## config.mk

```make
export PLATFORM = sky130hd
export DESIGN_NAME = clk_monitor_flat
export DESIGN_NICKNAME = d
export VERILOG_FILES = /design/src/rtl/clk_monitor_if.sv /design/src/rtl/clk_monitor.sv /design/src/flat_wrapper.sv
export SDC_FILE = /design/constraint.sdc
export NUM_CORES = 1
export LEC_CHECK = 0
export ABC_AREA = 0
export BUFFER_PORTS_ARGS = -buffer_cell sky130_fd_sc_hd__buf_2
export CORE_MARGIN = 10
export CORE_UTILIZATION = 42
export DETAILED_ROUTE_END_ITERATION = 10
export SLEW_MARGIN = 20
export SYNTH_ARGS = -nofsm -noshare
export SYNTH_HDL_FRONTEND = slang
export SYNTH_SLANG_ARGS = --single-unit
```

## constraint.sdc

```tcl
create_clock -name clk -period 3.4 [get_ports clk]
set_input_delay 0 -clock clk [delete_from_list [all_inputs] [get_ports clk]]
set_output_delay 0 -clock clk [all_outputs]
set_load 0.05 [all_outputs]
```

## src/rtl/clk_monitor_if.sv

```systemverilog
// Signal bundle between the clock monitor and its user: the monitored input,
// the enable, and the measurement results.
`timescale 1ns/1ps
interface clk_monitor_if #(
    parameter int CNT_W = 16
);
    logic             enable;
    logic             clk_in;
    logic [CNT_W-1:0] high_time;
    logic [CNT_W-1:0] low_time;
    logic [CNT_W:0]   period;
    logic             measure_valid;
    logic             clk_running;
    logic             stuck_high;
    logic [7:0]       meas_count;

    modport slave (
        input  enable, clk_in,
        output high_time, low_time, period, measure_valid,
               clk_running, stuck_high, meas_count
    );

    modport master (
        output enable, clk_in,
        input  high_time, low_time, period, measure_valid,
               clk_running, stuck_high, meas_count
    );
endinterface

```

## src/rtl/clk_monitor.sv

```systemverilog
// Measures high time, low time and period of an asynchronous square wave in
// system-clock cycles, and detects a stopped input via an edge-free timeout.
`timescale 1ns/1ps
module clk_monitor #(
    parameter int CNT_W       = 16,
    parameter int TIMEOUT     = 1000,
    parameter int SYNC_STAGES = 2
) (
    input  logic        clk,
    input  logic        rst_n,
    clk_monitor_if.slave mon
);
    typedef enum logic [1:0] {DISABLED, ACQUIRE, HIGH, LOW} state_t;

    localparam logic [CNT_W-1:0] CNT_MAX      = '1;
    localparam logic [CNT_W-1:0] CNT_ONE      = CNT_W'(1);
    localparam logic [CNT_W-1:0] TIMEOUT_LAST = CNT_W'(TIMEOUT - 1);

    state_t                 state_q, state_d;
    logic [SYNC_STAGES-1:0] sync_q, sync_d;
    logic                   s_d_q;
    logic [CNT_W-1:0]       high_cnt_q, high_cnt_d;
    logic [CNT_W-1:0]       low_cnt_q, low_cnt_d;
    logic [CNT_W-1:0]       idle_cnt_q, idle_cnt_d;
    logic [CNT_W-1:0]       high_time_q, high_time_d;
    logic [CNT_W-1:0]       low_time_q, low_time_d;
    logic [CNT_W:0]         period_q, period_d;
    logic                   valid_q, valid_d;
    logic                   running_q, running_d;
    logic                   stuck_q, stuck_d;
    logic [7:0]             meas_cnt_q, meas_cnt_d;

    logic s, rise, fall;

    function automatic logic [CNT_W-1:0] sat_inc(input logic [CNT_W-1:0] v);
        return (v == CNT_MAX) ? v : v + CNT_ONE;
    endfunction

    // s_d follows s continuously so enabling while the input is high sees no edge.
    assign sync_d = {sync_q[SYNC_STAGES-2:0], mon.clk_in};
    assign s      = sync_q[SYNC_STAGES-1];
    assign rise   = s & ~s_d_q;
    assign fall   = ~s & s_d_q;

    always_comb begin
        state_d     = state_q;
        high_cnt_d  = high_cnt_q;
        low_cnt_d   = low_cnt_q;
        idle_cnt_d  = idle_cnt_q;
        high_time_d = high_time_q;
        low_time_d  = low_time_q;
        period_d    = period_q;
        valid_d     = 1'b0;
        running_d   = running_q;
        stuck_d     = stuck_q;
        meas_cnt_d  = meas_cnt_q;

        if (!mon.enable) begin
            state_d    = DISABLED;
            high_cnt_d = '0;
            low_cnt_d  = '0;
            idle_cnt_d = '0;
            running_d  = 1'b0;
            stuck_d    = 1'b0;
        end else if (state_q == DISABLED) begin
            state_d    = ACQUIRE;
            high_cnt_d = '0;
            low_cnt_d  = '0;
            idle_cnt_d = '0;
        end else begin
            idle_cnt_d = idle_cnt_q + CNT_ONE;
            if (state_q != ACQUIRE) begin
                if (s) high_cnt_d = sat_inc(high_cnt_q);
                else   low_cnt_d  = sat_inc(low_cnt_q);
            end

            // Edges take precedence over an expiring timeout.
            if (rise) begin
                if (state_q == LOW) begin
                    high_time_d = high_cnt_q;
                    low_time_d  = low_cnt_q;
                    period_d    = {1'b0, high_cnt_q} + {1'b0, low_cnt_q};
                    valid_d     = 1'b1;
                    running_d   = 1'b1;
                    stuck_d     = 1'b0;
                    meas_cnt_d  = meas_cnt_q + 8'd1;
                end
                state_d    = HIGH;
                high_cnt_d = CNT_ONE;
                low_cnt_d  = '0;
                idle_cnt_d = '0;
            end else if (fall) begin
                if (state_q == HIGH) state_d = LOW;
                low_cnt_d  = CNT_ONE;
                idle_cnt_d = '0;
            end else if (idle_cnt_q == TIMEOUT_LAST) begin
                state_d    = ACQUIRE;
                idle_cnt_d = '0;
                running_d  = 1'b0;
                stuck_d    = s;
            end
        end
    end

    always_ff @(posedge clk or negedge rst_n) begin
        if (!rst_n) begin
            state_q     <= DISABLED;
            sync_q      <= '0;
            s_d_q       <= 1'b0;
            high_cnt_q  <= '0;
            low_cnt_q   <= '0;
            idle_cnt_q  <= '0;
            high_time_q <= '0;
            low_time_q  <= '0;
            period_q    <= '0;
            valid_q     <= 1'b0;
            running_q   <= 1'b0;
            stuck_q     <= 1'b0;
            meas_cnt_q  <= '0;
        end else begin
            state_q     <= state_d;
            sync_q      <= sync_d;
            s_d_q       <= s;
            high_cnt_q  <= high_cnt_d;
            low_cnt_q   <= low_cnt_d;
            idle_cnt_q  <= idle_cnt_d;
            high_time_q <= high_time_d;
            low_time_q  <= low_time_d;
            period_q    <= period_d;
            valid_q     <= valid_d;
            running_q   <= running_d;
            stuck_q     <= stuck_d;
            meas_cnt_q  <= meas_cnt_d;
        end
    end

    assign mon.high_time     = high_time_q;
    assign mon.low_time      = low_time_q;
    assign mon.period        = period_q;
    assign mon.measure_valid = valid_q;
    assign mon.clk_running   = running_q;
    assign mon.stuck_high    = stuck_q;
    assign mon.meas_count    = meas_cnt_q;
endmodule

```

## src/flat_wrapper.sv

```systemverilog
// flat-port wrapper written by rule: the top's interface ports become plain ports
module clk_monitor_flat 
#(
    parameter int CNT_W       = 16,
    parameter int TIMEOUT     = 1000,
    parameter int SYNC_STAGES = 2
)
  (clk, rst_n, mon_enable, mon_clk_in, mon_high_time, mon_low_time, mon_period, mon_measure_valid, mon_clk_running, mon_stuck_high, mon_meas_count);
  clk_monitor_if #(.CNT_W(CNT_W)) mon_i ();
  input  logic clk;
  input  logic rst_n;
  input wire logic [$bits(mon_i.enable)-1:0] mon_enable;
  input wire logic [$bits(mon_i.clk_in)-1:0] mon_clk_in;
  output wire logic [$bits(mon_i.high_time)-1:0] mon_high_time;
  output wire logic [$bits(mon_i.low_time)-1:0] mon_low_time;
  output wire logic [$bits(mon_i.period)-1:0] mon_period;
  output wire logic [$bits(mon_i.measure_valid)-1:0] mon_measure_valid;
  output wire logic [$bits(mon_i.clk_running)-1:0] mon_clk_running;
  output wire logic [$bits(mon_i.stuck_high)-1:0] mon_stuck_high;
  output wire logic [$bits(mon_i.meas_count)-1:0] mon_meas_count;
  assign mon_i.enable = mon_enable;
  assign mon_i.clk_in = mon_clk_in;
  assign mon_high_time = mon_i.high_time;
  assign mon_low_time = mon_i.low_time;
  assign mon_period = mon_i.period;
  assign mon_measure_valid = mon_i.measure_valid;
  assign mon_clk_running = mon_i.clk_running;
  assign mon_stuck_high = mon_i.stuck_high;
  assign mon_meas_count = mon_i.meas_count;
  clk_monitor #(.CNT_W(CNT_W), .TIMEOUT(TIMEOUT), .SYNC_STAGES(SYNC_STAGES)) u_core (.clk(clk), .rst_n(rst_n), .mon(mon_i));
endmodule
```

==> reports/results.ini, run 1 <==
[placed_design]
placement.setup.worst_slack_ns = 0.660
dp_hpwl_um = 10300
io_buffers = 63
place_inst = 840
gp_routability_congestion = 0.914

[sta]
max_freq_ghz = 0.360
slew_headroom = 0.421
layout_min_cycle_time_ns = 2.78
setup_viol_count_final = 0
rsz_0062_raised_after_global_routing = false
fin_crit_sh = 0.817
finalHoldViolCount = 0
final.setup.worst_slack_ns = 0.621
timing.clock.skew_ns = 0.00893
worstMarginPinSlew_ns = 0.860
setup_tns_ns = 0
hold_slack_ns = 0.109
finalMaxSlewViolations = 0

[yosys]
yosys.cell_types.count = 57
yosysWarnings = 0
yosys.cell_count.top_type = sky130_fd_sc_hd__nand2_1
synth_nets = 646
ys_seq_area_frac = 0.496
yosysTopAreaCellShare = 0.496
synthTopCellsByCount = sky130_fd_sc_hd__nand2_1 (155), sky130_fd_sc_hd__dfrtp_1 (113), sky130_fd_sc_hd__nor2_1 (51)
synthesized_area_per_cell_um2 = 9.23
yosys.area.top_type = sky130_fd_sc_hd__dfrtp_1
syn_inst_count = 618
postSynth.asyncResetShare = 1.00
synth_edf_count = 0
ys_seq_elements = 113
synth_top_flop_cell = sky130_fd_sc_hd__dfrtp_1
synth.top_cells.by_area = sky130_fd_sc_hd__dfrtp_1 (50%), sky130_fd_sc_hd__nand2_1 (10%), sky130_fd_sc_hd__ha_1 (5.0%), sky130_fd_sc_hd__xor2_1 (4.5%), sky130_fd_sc_hd__nor2_1 (3.4%)
netlist_area_mm2 = 0.00571

[clocking]
path_clk_slew_ns = 0.05
cts.sink_count = 113
clock_h_tree_levels = 4
worst_skew_pair.late_latency_ns = 0.42
ctsRootBufferMaster = sky130_fd_sc_hd__clkbuf_16
ctsLongestPathBuffers = 2
cts.repair_timing.setup_buffer_count = 0
cts_tree = built
tritoncts.num_buffers = 17

[pwr]
power_density_mw_per_mm2 = 509
vdd.ir_drop.worst_uv = 299
leakagePower_uw = 0.00344

[cells_and_area]
multiInputGateArea_mm2 = 0.00276
reg_area_mm2 = 0.00283
n_antenna_cell = 0
area_growth_syn_to_layout_pct = 20.5
layout.core_utilization = 0.517
share_of_final_layout_standard_cells_stronger_than_drive_strength_1 = 0.160
layout.cells.non_filler = 874
filler_cell_count = 1260
final_net_count = 714

[routing]
ant_nets = 0
viasPerCell = 5.32
routed-wl-met3_um = 735
drt-total-wl_um = 14200
first_iter_violations = 371
routedLengthMet1_um = 6460
detailedRoute.firstPassIterationCount = 4
wl_met2_um = 6680
detail_route.drc_violations = 0
vias = 4647
avgRoutedWirePerCell_um = 16.2
route.top_layer_used = met4

[global_routing]
number_of_global_route_vias_before_repair = 4633
grt.overflow.total = 0
grt_antenna_before_repair = 0
grt_max_degree = 67
grt_use_total = 0.160
grt_first_pass_wirelength_um = 23600

[floorplan]
effective_utilization_at_floorplan = 0.429
core_mm2 = 0.0133
rows = 42
total_die_area_mm2 = 0.0186
io_pins = 64
die_height_um = 137
die_width_um = 137

[worst_hold_path]
worst_hold_path_type = in2async

[worst_setup_path]
critical_path.startpoint_type = flop
largest_fanout_of_any_net_on_the_critical_path = 8
cpPeakStageDelay_ns = 0.46
timing_worst_setup_path_type = reg2reg
slowest_stage = sky130_fd_sc_hd__dfrtp_1
cp.arrival_ns = 3.08
worst-endpoint-required_ns = 3.70
critical-path-top-delay-family = compound AO/OA/AOI/OAI gates
worst_setup_path_end_kind = flop
crit_buf_inv = 0
cp.depth = 8
r2r.worst_path.cells = 8
crit_chain = ha_1 -> fa_1 -> a21o_1 -> a221oi_2 -> nor2_2 -> a311oi_2 -> a21oi_1 -> o41a_1

[run_status]
run_status = finished clean

[flow_run]
drv_cap = 0

registers in the layout, summed over array words and instances, names as in the netlist:
name	count
u_core.state_q	2
u_core.high_cnt_q	16
u_core.mon.meas_count	8
u_core.mon.measure_valid	1
u_core.mon.stuck_high	1
u_core.s_d_q	1
u_core.mon.high_time	16
u_core.mon.period	17
u_core.low_cnt_q	16
u_core.idle_cnt_q	16
u_core.mon.clk_running	1
u_core.sync_q	2
u_core.mon.low_time	16
metrics by stage:
stage / cell area (um2) / total power [uW]
6_report: 6870 / 3500
5_1_grt: 6870 / 3630
4_1_cts: 6870 / 3540
3_5_place_dp: 6200 / 1590
3_3_place_gp: 6200 / 1590
2_1_floorplan: 5710 / 1520
layout make-up:
cell class / count / share of cell area
sequential: 113 / 0.411
tap: 176 / 0.0320
inverter: 9 / 0.00492
clock inverter: 9 / 0.0222
timing repair buffer: 71 / 0.0561
clock buffer: 22 / 0.0719
multi-input combinational: 474 / 0.401
power breakdown:
part | switching, uW | internal, uW | leakage (uW) | total (uW)
clock | 611 | 1310 | 0.000310 | 1930
combinational | 136 | 44.6 | 0.00157 | 181
sequential | 23.4 | 1370 | 0.00157 | 1390
total | 771 | 2730 | 0.00344 | 3500
cell families (layout without fill, tap and decap cells):
group | count (synthesis) | count (layout) | share of synthesized area
simple gates | 304 | 304 | 0.243
flops | 113 | 113 | 0.496
compound gates | 98 | 98 | 0.112
xor+xnor | 45 | 45 | 0.0691
buf+inv | 31 | 111 | 0.0208
fa+ha+maj | 24 | 24 | 0.0539
mux | 3 | 3 | 0.00548
routing by layer:
metal	track usage	vias to the layer above
li1	-	2295
met1	0.205	2235
met2	0.250	94
met3	0.0425	23
met4	0.0669	0
met5	0	-
cells in the final DEF, fill, tap and decap left out, types with 10 or more instances in the layout:
master / instances
sky130_fd_sc_hd__a21oi_1: 11
sky130_fd_sc_hd__xor2_1: 29
sky130_fd_sc_hd__o21ai_0: 37
sky130_fd_sc_hd__nand4_1: 19
sky130_fd_sc_hd__and3_1: 10
sky130_fd_sc_hd__buf_2: 62
sky130_fd_sc_hd__nand2_1: 155
sky130_fd_sc_hd__ha_1: 23
sky130_fd_sc_hd__xnor2_1: 16
sky130_fd_sc_hd__clkbuf_16: 17
sky130_fd_sc_hd__nand3_1: 28
sky130_fd_sc_hd__nor2_1: 51
sky130_fd_sc_hd__dfrtp_1: 113
final timing paths:
path | startpoint | endpoint | slack, ns
worst max register to register | u_core.low_cnt_q[0] | u_core.mon.period[16] | 0.62
worst min register to register | u_core.sync_q[0] | u_core.sync_q[1] | 0.35
worst min-delay path | rst_n | u_core.mon.meas_count[7] | 0.11
max in group asynchronous | rst_n | u_core.mon.high_time[5] | 2.40
worst max-delay path | u_core.low_cnt_q[0] | u_core.mon.period[16] | 0.62
min in group clk | mon_clk_in | u_core.sync_q[0] | 0.23
repair_timing:
action | CTS | global route
hold endpoints to repair | 45 | 0
gates resized for setup | 0 | 0
hold buffers | 3 | 0
Note: power is estimated with default switching activity, not from simulation.
==> inputs of run 2 (changes only) <==
Clock period 3.4 ns to 2.9 ns, I/O delays scaled along.
==> run 2 against run 1 <==
Compared with the run above:
- core utilization rose by 0.19 points
- critical path depth did not move
- critical path type unchanged
- die area did not move
- clock power rose by 11%
- cell area rose by 0.36%
- via count rose by 0.37%
- maximum frequency rose by 4.8%
- clock skew rose by 0.0020 ns
- cell count rose by 0.80%
- global-route usage barely moved
- largest power group unchanged
- sequential power rose by 17%
==> reports/results.ini, run 2 (synthesis gave the netlist of run 1 again) <==
[cells_and_area]
final_net_count = 720  ; +0.84%
finish.instance_area_mm2 = 0.00690  ; +0.36%
n_antenna_cell = 0  ; unchanged
area_growth_syn_to_layout_pct = 20.9
most_common_cell_after_layout_fill_and_taps_aside = sky130_fd_sc_hd__nand2_1
layout.cells.most_common_list = sky130_fd_sc_hd__nand2_1 (155), sky130_fd_sc_hd__dfrtp_1 (113), sky130_fd_sc_hd__buf_2 (62), sky130_fd_sc_hd__nor2_1 (51), sky130_fd_sc_hd__o21ai_0 (37)
share_of_final_layout_standard_cells_stronger_than_drive_strength_1 = 0.167  ; +0.00692
largest_register_ff_count = 17  ; unchanged

[global_routing]
grt_max_degree = 62  ; -7.5%
grt_antenna_before_repair = 0  ; unchanged
grt_first_pass_wirelength_um = 23500  ; -0.32%
grt_use_total = 0.160  ; -0.000477
grt.overflow.total = 0  ; unchanged
number_of_global_route_vias_before_repair = 4676  ; +0.93%

[sta]
worstMarginPinSlew_ns = 0.744  ; -0.117 ns
timing.clock.skew_ns = 0.0109  ; +0.00201 ns
slew_headroom = 0.504  ; +0.0830
fin_crit_sh = 0.915  ; +0.0974
finalMaxSlewViolations = 0  ; unchanged
setup_tns_ns = 0  ; unchanged
max_freq_ghz = 0.377  ; +4.8%
rsz_0062_raised_after_global_routing = false
setup_viol_count_final = 0  ; unchanged
layout_min_cycle_time_ns = 2.65  ; -0.126 ns
finalHoldViolCount = 0  ; unchanged

[floorplan]
io_pins = 64  ; unchanged
total_die_area_mm2 = 0.0186  ; unchanged
core_mm2 = 0.0133  ; unchanged
effective_utilization_at_floorplan = 0.429  ; unchanged
die_width_um = 137  ; unchanged
rows = 42  ; unchanged
die_height_um = 137  ; unchanged

[worst_setup_path]
largest_fanout_of_any_net_on_the_critical_path = 7  ; -1
cp.arrival_ns = 2.95  ; -0.13 ns
crit-reg2reg-launch = u_core.high_cnt_q[0]
crit_path_start = u_core.high_cnt_q[0]
worst_setup_path_end_kind = flop
worst-endpoint-required_ns = 3.20  ; -0.50 ns
critical_path.startpoint_type = flop
timing_worst_setup_path_type = reg2reg

[routing]
drt-total-wl_um = 14200  ; +0.64%
detailedRoute.firstPassIterationCount = 4  ; unchanged
first_iter_violations = 345  ; -7.0%
detail_route.drc_violations = 0  ; unchanged
viasPerCell = 5.29  ; -0.43%
avgRoutedWirePerCell_um = 16.2  ; -0.16%
vias = 4664  ; +0.37%
ant_nets = 0  ; unchanged

[clocking]
cts_resized = 0  ; unchanged
cts.sink_count = 113  ; unchanged
clock_h_tree_levels = 4  ; unchanged
cts_tree = built
cts.repair_timing.setup_buffer_count = 0  ; unchanged
path_clk_slew_ns = 0.05  ; about the same
worst_skew_pair.late_latency_ns = 0.43  ; about the same
ctsRootBufferMaster = sky130_fd_sc_hd__clkbuf_16
tritoncts.num_buffers = 17  ; unchanged
ctsLongestPathBuffers = 2  ; unchanged

[pwr]
part_of_the_total_power_dissipated_in_sequential_elements = 0.407  ; +0.009
comb_power_share = 0.055  ; +0.003
power_density_mw_per_mm2 = 579  ; +14%
p_int_uw = 3050  ; +12%
share_clk_of_total_power = 0.537  ; -0.014
p_sw_uw = 942  ; +22%
vdd.ir_drop.worst_uv = 393  ; +32%
leakagePower_uw = 0.00345  ; +0.17%
sw_frac_of_total = 0.236  ; +0.0155

[run_status]
run_status = finished clean

[flow_run]
drv_cap = 0  ; unchanged

[placed_design]
placement.cell_area_mm2 = 0.00625  ; +0.93%
dp_hpwl_um = 10200  ; -0.34%
io_buffers = 63  ; unchanged
gp_routability_congestion = 0.881  ; -3.6%

[worst_hold_path]
worst_hold_path_type = in2async

[run 2: cell count changes in the layout (fill, tap and decap cells not counted), sizes merged]
cell      previous run  this run
buf                 68        74
clkbuf              22        20
clkinvlp             3         6
bufinv               4         3
inv                  8         9
[run 2: what timing repair did]
| action | CTS | global route |
|---|---|---|
| hold buffers | 3 | 0 |
| setup endpoints to repair | 0 | 0 |
| endpoints found under the hold margin | 58 | 0 |
[run 2: power by group through the flow]
| stage | clock network, uW | logic, uW | registers [uW] |
|---|---|---|---|
| floorplan | 0 | 86.2 | 1700 |
| global placement | 0 | 219 | 1650 |
| detailed placement | 0 | 222 | 1650 |
| CTS | 2190 | 226 | 1630 |
| global route | 2260 | 247 | 1630 |
| finish | 2150 | 222 | 1630 |
[run 2: routing by layer]
layer / vias up / track usage / wire [um]
met5: - / 0 / 0
met4: 0 / 0.0645 / 227
met3: 15 / 0.0462 / 689
met2: 88 / 0.246 / 6590
met1: 2254 / 0.206 / 6740
li1: 2307 / - / -
[run 2: final timing paths]
path,end,slack (ns),cells past startpoint
worst max-delay path,u_core.mon.period[16],0.25,8
worst min-delay path,u_core.mon.meas_count[5],0.19,2
worst max register to register,u_core.mon.period[16],0.25,8
worst min register to register,u_core.sync_q[1],0.35,0
max in group asynchronous,u_core.idle_cnt_q[6],1.94,3
min in group clk,u_core.sync_q[0],0.21,2
[run 2: metrics by stage]
step / cells / utilization / power, uW / worst slack (ns) / hold slack [ns]
detailed placement: 846 / 0.470 / 1880 / 0.266 / 0.109
CTS: 881 / 0.519 / 4040 / 0.253 / 0.196
global placement: 846 / 0.470 / 1870 / 0.306 / 0.107
floorplan: 618 / - / 1790 / 0.375 / -0.296
finish: 881 / 0.519 / 3990 / 0.247 / 0.190
global route: 881 / 0.519 / 4140 / 0.150 / 0.212
[run 2: critical path, stage by stage (launching register included)]
cell	delay (ns)
sky130_fd_sc_hd__dfrtp_1	0.46
sky130_fd_sc_hd__ha_1	0.25
sky130_fd_sc_hd__fa_1	0.41
sky130_fd_sc_hd__a21o_1	0.22
sky130_fd_sc_hd__a221oi_2	0.37
sky130_fd_sc_hd__nor2_2	0.08
sky130_fd_sc_hd__a311oi_2	0.32
sky130_fd_sc_hd__a21oi_1	0.11
sky130_fd_sc_hd__o41a_1	0.31
[run 2: final cells by class]
cell class / instances / area, um2
Inverter: 9 / 33.8
Tap cell: 176 / 220
Multi-Input combinational cell: 474 / 2760
Sequential cell: 113 / 2830
Clock inverter: 12 / 158
Timing Repair Buffer: 77 / 443
Fill cell: 1256 / 6400
Clock buffer: 20 / 457
